==> src/rtl/quad_step_sequencer_pkg.sv <==
// Shared definitions for the quadrature step sequencer: FSM encoding,
// Gray phase constants and the one-step Gray advance function.
package quad_step_sequencer_pkg;

  typedef enum logic [1:0] {
    ST_IDLE = 2'd0,
    ST_RUN  = 2'd1,
    ST_DONE = 2'd2
  } state_t;

  localparam logic [1:0] PH0 = 2'b00;
  localparam logic [1:0] PH1 = 2'b01;
  localparam logic [1:0] PH2 = 2'b11;
  localparam logic [1:0] PH3 = 2'b10;

  // dir=1 walks PH0->PH1->PH2->PH3->PH0, dir=0 walks the reverse ring.
  function automatic logic [1:0] gray_next(input logic [1:0] ph, input logic dir);
    logic [1:0] nxt;
    case (ph)
      PH0:     nxt = dir ? PH1 : PH3;
      PH1:     nxt = dir ? PH2 : PH0;
      PH2:     nxt = dir ? PH3 : PH1;
      default: nxt = dir ? PH0 : PH2;
    endcase
    return nxt;
  endfunction

endpackage

==> src/rtl/quad_step_sequencer_gray_step.sv <==
// 2-bit up/down Gray counter; advances one code per enabled clock so only
// one phase line ever toggles per step.
module gray_step
  import quad_step_sequencer_pkg::*;
(
  input  logic       clk,
  input  logic       rst,
  input  logic       en,
  input  logic       dir,
  output logic [1:0] phase
);

  always_ff @(posedge clk or posedge rst) begin
    if (rst) begin
      phase <= PH0;
    end else if (en) begin
      phase <= gray_next(phase, dir);
    end
  end

endmodule

==> src/rtl/quad_step_sequencer.sv <==
// Command-driven quadrature/stepper sequencer: accepts {dir, steps, period},
// issues one Gray step every period clocks, tracks position, pulses done.
module quad_step_sequencer
  import quad_step_sequencer_pkg::*;
#(
  parameter int CNT_W = 16,
  parameter int DIV_W = 16,
  parameter int POS_W = 24
) (
  input  logic             clk,
  input  logic             rst,
  input  logic             cmd_valid,
  output logic             cmd_ready,
  input  logic             cmd_dir,
  input  logic [CNT_W-1:0] cmd_steps,
  input  logic [DIV_W-1:0] cmd_period,
  input  logic             abort,
  output logic [1:0]       phase,
  output logic [POS_W-1:0] position,
  output logic             busy,
  output logic             done,
  output logic             aborted
);

  localparam logic [CNT_W-1:0] CNT_ONE = CNT_W'(1);
  localparam logic [DIV_W-1:0] DIV_ONE = DIV_W'(1);
  localparam logic [POS_W-1:0] POS_ONE = POS_W'(1);

  state_t             state_reg;
  logic               dir_reg;
  logic [CNT_W-1:0]   steps_left_reg;
  logic [DIV_W-1:0]   period_reg;
  logic [DIV_W-1:0]   div_reg;
  logic [POS_W-1:0]   position_reg;
  logic               aborted_reg;
  logic [DIV_W-1:0]   period_eff;
  logic               step_en;

  assign period_eff = (cmd_period == '0) ? DIV_ONE : cmd_period;

  // Abort has priority over a coinciding step edge.
  assign step_en = (state_reg == ST_RUN) && !abort && (div_reg == DIV_ONE);

  always_ff @(posedge clk or posedge rst) begin
    if (rst) begin
      state_reg      <= ST_IDLE;
      dir_reg        <= 1'b1;
      steps_left_reg <= '0;
      period_reg     <= DIV_ONE;
      div_reg        <= DIV_ONE;
      position_reg   <= '0;
      aborted_reg    <= 1'b0;
    end else begin
      case (state_reg)
        ST_IDLE: begin
          if (cmd_valid) begin
            dir_reg        <= cmd_dir;
            steps_left_reg <= cmd_steps;
            period_reg     <= period_eff;
            div_reg        <= period_eff;
            aborted_reg    <= 1'b0;
            state_reg      <= (cmd_steps == '0) ? ST_DONE : ST_RUN;
          end
        end
        ST_RUN: begin
          if (abort) begin
            aborted_reg <= 1'b1;
            state_reg   <= ST_DONE;
          end else if (step_en) begin
            div_reg        <= period_reg;
            steps_left_reg <= steps_left_reg - CNT_ONE;
            position_reg   <= dir_reg ? position_reg + POS_ONE : position_reg - POS_ONE;
            if (steps_left_reg == CNT_ONE) begin
              state_reg <= ST_DONE;
            end
          end else begin
            div_reg <= div_reg - DIV_ONE;
          end
        end
        ST_DONE: state_reg <= ST_IDLE;
        default: state_reg <= ST_IDLE;
      endcase
    end
  end

  gray_step u_gray_step (
    .clk   (clk),
    .rst   (rst),
    .en    (step_en),
    .dir   (dir_reg),
    .phase (phase)
  );

  assign cmd_ready = (state_reg == ST_IDLE);
  assign busy      = (state_reg != ST_IDLE);
  assign done      = (state_reg == ST_DONE);
  assign position  = position_reg;
  assign aborted   = aborted_reg;

endmodule

==> config.mk <==
export PLATFORM = sky130hd
export DESIGN_NAME = quad_step_sequencer
export DESIGN_NICKNAME = d
export VERILOG_FILES = /design/src/rtl/quad_step_sequencer_pkg.sv /design/src/rtl/quad_step_sequencer_gray_step.sv /design/src/rtl/quad_step_sequencer.sv
export SDC_FILE = /design/constraint.sdc
export NUM_CORES = 1
export LEC_CHECK = 0
export CAP_MARGIN = 20
export CORE_UTILIZATION = 45
export DETAILED_ROUTE_END_ITERATION = 10
export HOLD_SLACK_MARGIN = 0.03
export PLACE_DENSITY = 0.76
export SYNTH_ARGS = -nofsm -noshare
export SYNTH_HDL_FRONTEND = slang
export SYNTH_SLANG_ARGS = --single-unit
export TNS_END_PERCENT = 30
==> constraint.sdc <==
create_clock -name clk -period 6.93 [get_ports clk]
set_input_delay 1.386 -clock clk [delete_from_list [all_inputs] [get_ports clk]]
set_output_delay 1.386 -clock clk [all_outputs]
set_load 0.1 [all_outputs]
# Word-level counts from Yosys, hierarchy flattened
# Index checks and enable logic that the tools add are counted.
# Widths: inputs -> output; s select.
# word_totals
reg_bits	78
inputBits	37
output_inout_bits	30
word_cells	64
# classes
n_addsub	4
n_eq_ne	12
n_mux	24
bitwise_logic	1
reduce_logical	15
# ops
operator	n
$mux 16	7
$pmux 16 s2	2
$eq 16x1->1 const B	2
$logic_not 16->1	2
$sub 16x1->16 const B	2
$add 24x1->24 const B	1
$mux 24	1
$sub 24x1->24 const B	1
$mux 2	9
$reduce_and 3->1	4
$ne 2x2->1 const B	4
$pmux 2 s3	1
$eq 2x1->1 const B	2
$eq 2x2->1 const B	2
$logic_not 2->1	2
$pmux 2 s2	1
$reduce_and 4->1	1
$reduce_bool 2->1	2
$ne 3x2->1 const B	1
$ne 3x3->1 const B	1
$logic_and 1x1->1	2
$mux 1	2
$pmux 1 s2	1
$reduce_and 2->1	1
other kinds (2)	2

# Depth between registers and ports, before layout
# depth
depth_word	6
ltp_mapped	10

# Modules after synthesis
# A second synthesis with hierarchy kept.
# hier_totals
cells_unflattened	609
area_unflattened_um2	5016.1
# modules_own_cells
mod	instances	cells_per_inst	area_per_inst_um2	seq_area_each_um2
quad_step_sequencer	1	601	4921.0	1905.6
gray_step	1	8	95.1	50.0

# Worst setup path before layout
# Ideal clock, no wire load.
# synth_timing
kind	reg-to-output
startpoint	register state_reg[1]
endpoint	output busy
arrival_time_ns	2.687
t_required_ns	5.544
path_slack_ns	2.857
path_stages_with_launch	3
path_buffers	0
cell_sequence	dfrtp_1 > nor2_1 > inv_1
# synth_between
elab_chain_len	1
# synth_lines
element	line	text
start: declaration	quad_step_sequencer.sv:29	state_t state_reg;
start signal: assignment	quad_step_sequencer.sv:62	state_reg <= (cmd_steps == '0) ? ST_DONE : ST_RUN;
$reduce_bool 2->1	quad_step_sequencer.sv:95	assign busy = (state_reg != ST_IDLE);
end: declaration	quad_step_sequencer.sv:20	output logic busy,
# No other way between the ends.

# Worst setup path after layout
# layout_timing
startpoint	register state_reg[1]
endpoint	output cmd_ready
# layout_between
elab_chain_len	1
# layout_lines
element	line	text
$logic_not 2->1	quad_step_sequencer.sv:94	assign cmd_ready = (state_reg == ST_IDLE);
end: declaration	quad_step_sequencer.sv:13	output logic cmd_ready,
# No other way between the ends.

==> impl_metrics.yaml <==
status:
  status: "complete, no violations"
worst_setup_path:
  worstPathCellList: "nor2_1 -> clkdlybuf4s50_1"
  crit_path_top_delay_cell: "clkdlybuf4s50_1"
  worstPathArrival_ns: 2.19
  worstPathRequired_ns: 5.54
  crit_fanout: 5
  crit_path_max_incr_delay_ns: 1.18
  reg2reg_depth: 9
  rr_endpoint: "position[20]"
  r2r-start: "dir_reg"
  setup.worst_path.class: "reg -> out"
  worstSetupEndpointType: "output port"
  critPathLaunchType: "register"
  ff2ff_setup_slack_ns: 3.77
global_routing:
  grt_remaining_overflow: 0
  track_usage_pct: 22.4
  grt_max_degree: 79
  use_met3_pct: 4.36
  grt-busiest-layer: "met2"
  grt_pass1_vias: 4363
  grt_util_met1_pct: 28.1
  grt_pass1_wl_um: 20400
  antenna_found_initial: 0
  grt_util_met2_pct: 38.3
flow_run:
  max_cap_violations: 0
logic_synthesis:
  ys.flop_type: "dfrtp_1"
  yosys.cell_types.count: 57
  synth_top_area_cell: "dfrtp_1"
  avgSynthCellArea_sq_um: 8.32
  syn_nets: 670
  syn_area_sq_mm: 0.00504
  synth_edf_count: 0
  synth_warnings: 0
  ys_async_sr_fraction_pct: 100
  syn_inst: 606
  yosys-top-cells-area: "dfrtp_1 (37%), nand2_1 (9.2%), ha_1 (6.5%)"
  synth_most_common_cell: "nand2_1"
  yosysSeqAreaShare_pct: 38.8
  ys_seq_elements: 78
  synthTopCellsByCount: "nand2_1 (124), dfrtp_1 (75), o21ai_0 (56), a21oi_1 (54), nor2_1 (40)"
  synth_top_area_share_pct: 37.2
clocking:
  cts_tree: "built"
  cts_resized: 0
  clock_path_buffers: 2
  cts_buffers: 9
  htree_levels: 3
  cts_hold_buf: 0
  clkSlewWorstSetupHoldPaths_ns: 0.09
  post_cts_buffers: 0
  cts-root-buf: "clkbuf_8"
  clk_latency_ns: 0.37
  cts.sinks: 78
placed_design:
  placed_area_sq_mm: 0.00578
  hpwl_um: 8490
  gp_congestion: 0.868
  portBuffers: 66
timing:
  setup_viol: 0
  maxSlewViolCount: 0
  fin_setup_tns_ns: 0
  max_freq_mhz: 279
  period_minus_slack_ns: 3.58
  fin_worst_skew_ns: 0.0124
  period_share_pct: 51.7
  relSlewSlack_pct: 34.6
  hold_viol: 0
  rsz0062_at_grt: "false"
  worst_pin_slew_ns: 0.978
route:
  ant_nets: 0
  wl_um: 12200
  drt_iter0_markers: 232
  dr.pass1.iters: 4
  dr_total_vias: 4620
  wire_per_inst_um: 15.0
  vias_per_cell: 5.70
  drc_errors: 0
floorplanning:
  die_h_um: 108
  fp-row-count: 38
  core_area_sq_mm: 0.0109
  start_util_pct: 46.3
  die_area_sq_mm: 0.0116
  num_io_pins: 67
  die_w_um: 108
finish:
  fillers: 975
  final_nets: 729
  stdcell_area_sq_mm: 0.00604
  layout-drive-gt1-share_pct: 5.37
  syn_to_final_growth_pct: 19.8
  diodes: 0
  largest_register_ffs: 24
pwr:
  powerDensity_mw_per_mm2: 357
  ir_drop_mv: 0.519
  leakage_nw: 2.62
hold_path:
  min_to: "position[23]"
  hold_class: "reg -> reg"
  hold_start: "position[23]"
  hold_depth: 1
[report_power, final]
group | internal [mW] | switching [mW]
combinational | 0.372 | 0.642
sequential | 0.611 | 0.156
clock | 0.203 | 0.175
total | 1.19 | 0.973
[per-layer routing]
metal	vias up	share of wire (%)
li1	2283	-
met1	2183	45
met2	140	49
met3	14	4.3
met4	0	1.4
met5	-	0
[logic make-up (layout without fill, tap and decap cells)]
family	count (synthesis)	after routing	share of synthesized area (%)
DFF	78	78	38.8
AOI/OAI and AO/OA	185	185	21.9
adders and majority gates	27	27	6.85
muxes	1	1	0.198
buffers and inverters	36	100	3.30
xor gates and xnor gates	36	36	6.25
and+or+nand+nor	243	243	22.8
[layout by cell type (no fill, tap or decap), drive strengths merged, types with 14 or more instances in the layout]
cell type      instances
dfrtp                 75
clkdlybuf4s50         66
o21ai                 70
nor3                  14
nand2                125
xor2                  19
xnor2                 17
nor2                  41
nand3                 22
ha                    26
a21oi                 54
[through the flow]
stage               total power, mW  util, %  setup slack, ns  cells  hold slack [ns]
floorplan                      1.53        -             2.86    606            0.441
global placement               1.71     53.1             3.41    791            0.456
detailed placement             1.75     53.1             3.31    791            0.466
CTS                            2.14     55.0             3.33    807            0.485
global route                   2.32     55.5             3.23    810            0.496
finish                         2.16     55.5             3.35    810            0.477
[area by class of cell]
cell class | instances | area [sq um] | area share [%]
inverter | 12 | 45.0 | 0.745
clock inverter | 4 | 72.6 | 1.20
clock buffer | 12 | 135 | 2.24
timing repair buffer | 72 | 737 | 12.2
sequential | 78 | 1960 | 32.4
tap | 140 | 175 | 2.90
multi-input combinational | 492 | 2920 | 48.4
[worst max path at each step]
stage                       from    endpoint  slack [ns]  depth (start not counted)
finish              state_reg[1]   cmd_ready        3.35                          2
global route        state_reg[1]   cmd_ready        3.23                          2
CTS                 state_reg[1]   cmd_ready        3.33                          2
detailed placement         abort  div_reg[1]        3.31                          7
global placement           abort  div_reg[1]        3.41                          7
floorplan           state_reg[1]        busy        2.86                          2
[worst max-delay path: cells and delay by family (launching register included)]
family	cells	cell delay (ns)
buffers and inverters	1	1.18
and+or+nand+nor	1	0.23
DFF	1	0.43
Note: power is estimated with default switching activity, not from simulation.
